**config.mk**
```make
export PLATFORM = sky130hd
export DESIGN_NAME = sbus_arbiter
export DESIGN_NICKNAME = d
export VERILOG_FILES = /design/src/rtl/sbus_arbiter.sv
export SDC_FILE = /design/constraint.sdc
export NUM_CORES = 1
export LEC_CHECK = 0
export ABC_AREA = 1
export CAP_MARGIN = 10
export CORE_ASPECT_RATIO = 1.5
export CORE_MARGIN = 1
export CORE_UTILIZATION = 30
export DETAILED_ROUTE_END_ITERATION = 7
export PLACE_DENSITY = 0.62
export SLEW_MARGIN = 30
export SYNTH_ARGS = -nofsm -noshare
export SYNTH_HDL_FRONTEND = slang
export SYNTH_SLANG_ARGS = --single-unit
```
**constraint.sdc**
```tcl
create_clock -name clk -period 1.3 [get_ports clk]
set_input_delay 0.39 -clock clk [delete_from_list [all_inputs] [get_ports clk]]
set_output_delay 0.39 -clock clk [all_outputs]
set_load 0.02 [all_outputs]
```
**src/rtl/sbus_arbiter.sv**
```systemverilog
// Two-initiator round-robin arbiter and transaction sequencer for the serial system bus.
// Define SBUS_ARB_TIMEOUT_EN to build in the stalled-transaction watchdog.
module sbus_arbiter #(
    parameter int TIMEOUT_CYCLES = 1024
) (
    input  logic       clk,
    input  logic       rst_n,
    input  logic [1:0] req,
    input  logic [1:0] done,
    input  logic [2:0] target_valids,
    output logic [1:0] grant,
    output logic       bus_sel,
    output logic [2:0] release_valids,
    output logic       busy,
    output logic       timeout_err
);

    typedef enum logic [1:0] {
        IDLE,
        GRANT,
        ACTIVE,
        RELEASE
    } state_t;

    if (TIMEOUT_CYCLES < 16) begin : g_timeout_range
        $error("sbus_arbiter: TIMEOUT_CYCLES must be 16 or more");
    end

    state_t     state_q, state_d;
    logic [1:0] grant_q, grant_d;
    logic       bus_sel_q, bus_sel_d;
    logic [2:0] release_q, release_d;
    logic       busy_q, busy_d;
    logic [2:0] held_q, held_d;
    logic       last_q, last_d;

    logic       winner;
    logic       owner_end;
    logic       expired;
    logic [2:0] close_mask;

    // Only the initiator that owns the bus can end the transaction.
    assign owner_end = done[bus_sel_q] | ~req[bus_sel_q];

`ifdef SBUS_ARB_TIMEOUT_EN
    localparam int TW = $clog2(TIMEOUT_CYCLES + 1);
    localparam logic [TW-1:0] TCNT_MAX  = TW'(TIMEOUT_CYCLES);
    localparam logic [TW-1:0] TCNT_LAST = TW'(TIMEOUT_CYCLES - 1);

    logic [TW-1:0] tcnt_q, tcnt_d;
    logic          timeout_q, timeout_d;

    // Expire on the edge where tcnt steps up to TIMEOUT_CYCLES, so the grant
    // is held for exactly TIMEOUT_CYCLES cycles.
    assign expired     = (tcnt_q == TCNT_LAST);
    assign timeout_err = timeout_q;
`else
    assign expired     = 1'b0;
    assign timeout_err = 1'b0;
`endif

    always_comb begin
        // NOTE: every signal written here gets a default first, so no path
        // through the case leaves it unassigned and no latch is inferred.
        state_d    = state_q;
        grant_d    = grant_q;
        bus_sel_d  = bus_sel_q;
        release_d  = 3'b000;
        held_d     = held_q;
        last_d     = last_q;
        winner     = 1'b0;
        close_mask = held_q;
`ifdef SBUS_ARB_TIMEOUT_EN
        tcnt_d     = tcnt_q;
        timeout_d  = 1'b0;
`endif

        case (state_q)
            IDLE: begin
                if (|req) begin
                    // Contention goes to whoever was not served last.
                    winner    = (req == 2'b11) ? ~last_q : req[1];
                    grant_d   = winner ? 2'b10 : 2'b01;
                    bus_sel_d = winner;
                    held_d    = 3'b000;
                    state_d   = GRANT;
`ifdef SBUS_ARB_TIMEOUT_EN
                    tcnt_d    = '0;
`endif
                end
            end

            GRANT, ACTIVE: begin
                if ((state_q == GRANT) && (|target_valids)) begin
                    close_mask = target_valids;
                    held_d     = target_valids;
                    state_d    = ACTIVE;
                end
`ifdef SBUS_ARB_TIMEOUT_EN
                if (tcnt_q != TCNT_MAX) begin
                    tcnt_d = tcnt_q + 1'b1;
                end
`endif
                if (owner_end || expired) begin
                    state_d   = RELEASE;
                    grant_d   = 2'b00;
                    release_d = close_mask;
`ifdef SBUS_ARB_TIMEOUT_EN
                    timeout_d = ~owner_end;
`endif
                end
            end

            RELEASE: begin
                grant_d = 2'b00;
                last_d  = bus_sel_q;
                state_d = IDLE;
            end

            default: state_d = IDLE;
        endcase

        busy_d = (state_d != IDLE);
    end

    // NOTE: state registers use non-blocking assignments so every flop samples
    // the pre-edge values, independent of statement order.
    always_ff @(posedge clk or negedge rst_n) begin
        if (!rst_n) begin
            state_q   <= IDLE;
            grant_q   <= 2'b00;
            bus_sel_q <= 1'b0;
            release_q <= 3'b000;
            busy_q    <= 1'b0;
            held_q    <= 3'b000;
            last_q    <= 1'b1;
        end else begin
            state_q   <= state_d;
            grant_q   <= grant_d;
            bus_sel_q <= bus_sel_d;
            release_q <= release_d;
            busy_q    <= busy_d;
            held_q    <= held_d;
            last_q    <= last_d;
        end
    end

`ifdef SBUS_ARB_TIMEOUT_EN
    always_ff @(posedge clk or negedge rst_n) begin
        if (!rst_n) begin
            tcnt_q    <= '0;
            timeout_q <= 1'b0;
        end else begin
            tcnt_q    <= tcnt_d;
            timeout_q <= timeout_d;
        end
    end
`endif

    assign grant          = grant_q;
    assign bus_sel        = bus_sel_q;
    assign release_valids = release_q;
    assign busy           = busy_q;

endmodule

```
==> results of run 1 <==
==> area by class of cell <==
cell class / instances / share of cell area
Multi-Input combinational cell: 61 / 0.355
Inverter: 15 / 0.0572
Clock buffer: 4 / 0.0267
Tap cell: 23 / 0.0292
Timing Repair Buffer: 25 / 0.201
Sequential cell: 13 / 0.332
==> routing by layer <==
layer	global-route usage	wire length, um
met1	0.128	618
met2	0.239	722
met3	0.0260	42
met4	0.120	68
met5	0	0
==> path summary, 6_finish.rpt <==
| path | cells past startpoint | to | slack, ns | startpoint |
|---|---|---|---|---|
| worst min register to register | 2 | grant[0] | 0.47 | grant[0] |
| worst max-delay path | 8 | busy | 0.04 | target_valids[0] |
| min in group clk | 2 | grant[0] | 0.47 | grant[0] |
| worst max register to register | 7 | busy | 0.07 | bus_sel |
| max in group asynchronous | 2 | last_q | 0.67 | rst_n |
| worst min-delay path | 2 | bus_sel | 0.39 | rst_n |
==> through the flow <==
step                setup TNS (ns)  setup slack, ns
CTS                              0          0.00521
global placement             -2.26           -0.248
detailed placement           -2.34           -0.264
finish                           0           0.0422
global route               -0.0108          -0.0108
floorplan                        0          0.00173
==> what timing repair did <==
item / in CTS / in global routing
endpoints found under the setup margin: 10 / 10
resized for setup: 28 / 11
pin swaps: 0 / 4
hold buffers: 0 / 0
==> Yosys cell counts <==
library cell	n	area (um^2)
o21bai_1	1	7.51
buf_4	2	15.0
nand2_4	1	11.3
nor2_1	8	30.0
nand3b_1	1	7.51
conb_1	1	3.75
o21ai_2	2	17.5
dfstp_2	1	26.3
o21ai_1	1	5.00
nor2_2	1	6.26
nand2_1	23	86.3
dfrtp_1	12	300
a21oi_1	1	5.00
inv_1	15	56.3
nand2_2	2	12.5
nand3_1	11	55.1
o21ai_0	1	5.00
nand4_1	3	18.8
ha_1	4	50.1
==> power by group through the flow <==
stage	clock, mW	combinational, mW	sequential (mW)
2_1_floorplan	0	0.774	0.761
3_3_place_gp	0	1.38	0.656
3_5_place_dp	0	1.40	0.655
4_1_cts	0.280	1.40	0.648
5_1_grt	0.296	1.61	0.670
6_report	0.270	1.43	0.648
==> flip-flops by register name, indices dropped and copies added (netlist names) <==
| register | flops |
|---|---|
| grant | 2 |
| busy | 1 |
| bus_sel | 1 |
| last_q | 1 |
| state_q | 2 |
| held_q | 3 |
| release_valids | 3 |
==> kinds of logic (layout without fill, tap and decap cells) <==
| family | Yosys count | after routing | share of synthesized area |
|---|---|---|---|
| and+or+nand+nor | 50 | 50 | 0.317 |
| other | 1 | 1 | 0.00521 |
| DFF | 13 | 13 | 0.454 |
| adders and majority gates | 4 | 4 | 0.0696 |
| buffers and inverters | 17 | 44 | 0.0991 |
| AOI/OAI and AO/OA | 6 | 6 | 0.0556 |
==> worst reg2reg max path, cell delays in order, from the launching register on <==
cell	delay, ns
dfrtp_1	0.39
buf_4	0.14
inv_1	0.08
nand3b_1	0.10
nand2_2	0.14
nand3_1	0.09
nand2_1	0.09
nand3_1	0.09
==> impl_metrics.yaml, run 1 <==
cts:
  cts-buffers-inserted: 3
  htree_num_levels: 1
  cts_tree: "done"
  clk_path_buf_depth: 2
  post_cts_buffers: 0
  insertion_delay_ns: 0.29
  cts.sinks: 13
  clkSlewWorstSetupHoldPaths_ns: 0.09
  cts_root_buf: "clkbuf_4"
power:
  clockPowerShare: 0.115
  p_comb_frac: 0.608
  p_per_area_nw_per_um2: 2380
  p_switching_mw: 1.04
  power_mw: 2.34
  leakage_nw: 0.558
  p_int_mw: 1.30
  seqPwrFrac: 0.276
  ir_worst_vdd_mv: 0.797
  swShare: 0.445
worst_setup_path:
  crit_required_ns: 1.48
  endpoint_kind: "register"
  critPathKind: "input port to register"
  cp_top_family: "simple AND/OR/NAND/NOR gates"
  crit_arrival_ns: 1.43
  slowest_delay_ns: 0.48
  path_common_cell: "nand2_1"
  critPathLaunchType: "input port"
  cp_slowest_cell: "clkdlybuf4s50_1"
  critPathBufInv: 1
  cp_max_fo: 5
  path_cells: "clkdlybuf4s50_1 > nor2_1 > nand2_1 > nand2_2 > nand2_1 > nand2_1 > nand2_1 > nand3_1"
logic_synthesis:
  postSynthAreaPerCell_um2: 7.91
  netlist_instances: 91
  yosysUniqueCellTypes: 19
  syn_nets: 104
  ys_ff_latch: 13
  yosysSeqAreaShare: 0.454
  yosysWarnings: 0
  synth_area_um2: 719
placement:
  dp_hpwl_um: 1070
  numPortBuffers: 15
  numPlacedInstances: 137
  gp_congestion: 0.857
  placed_area_um2: 958
floorplanning:
  coreArea_um2: 2260
  io_pins: 17
  die_area_um2: 2600
  initial_core_util: 0.318
  rows: 21
  die_width_um: 42.0
  die_y_um: 62.0
routing:
  via_count: 648
  wire_per_inst_um: 10.3
  drtPass1Iterations: 2
  vias_per_cell: 4.60
  antenna_left: 0
  drtIter0Drc: 18
  drcViolationCount: 0
  wl_um: 1450
cells_and_area:
  drive_above_1_share: 0.280
  area_growth_syn_to_layout_pct: 36.9
  finalNonFillerCells: 141
  layout_commonest_cell: "nand2_1"
  post-route-util: 0.436
  multi_input_area_um2: 349
  nets: 132
  n_fill_cell: 231
  final_area_um2: 985
  seqCellArea_um2: 327
  layout_common_cells: "nand2_1, dfrtp_1, inv_1, nand3_1, buf_4"
  n_antenna_cell: 0
sta:
  min_period_ns: 1.26
  min_period_over_period: 0.968
  rsz0062_at_grt: "true"
  fmax_mhz: 795
  hold_violations: 0
  final-max-slew-violation-count: 0
  finClkSkew_ns: 0.00580
  holdWs_ns: 0.394
  setup_viol: 0
grt:
  grt_pass1_vias: 608
  grt_pass1_wl_um: 2460
  antenna_found_initial: 0
  gr-total-overflow: 0
  grt.total_usage: 0.132
  grt_start_max_net_pins: 14
flow_run:
  drv_cap: 0
status:
  outcome: "complete, no violations"
min_path:
  hold_path.class: "input port to asynchronous set/reset pin"
(Power assumes the default switching activity.)
==> run 2: changes to the inputs <==
CORE_MARGIN = not set   (was 1)
==> results of run 2 <==
The final DEF is identical to that of run 1; final timing and power are the same.
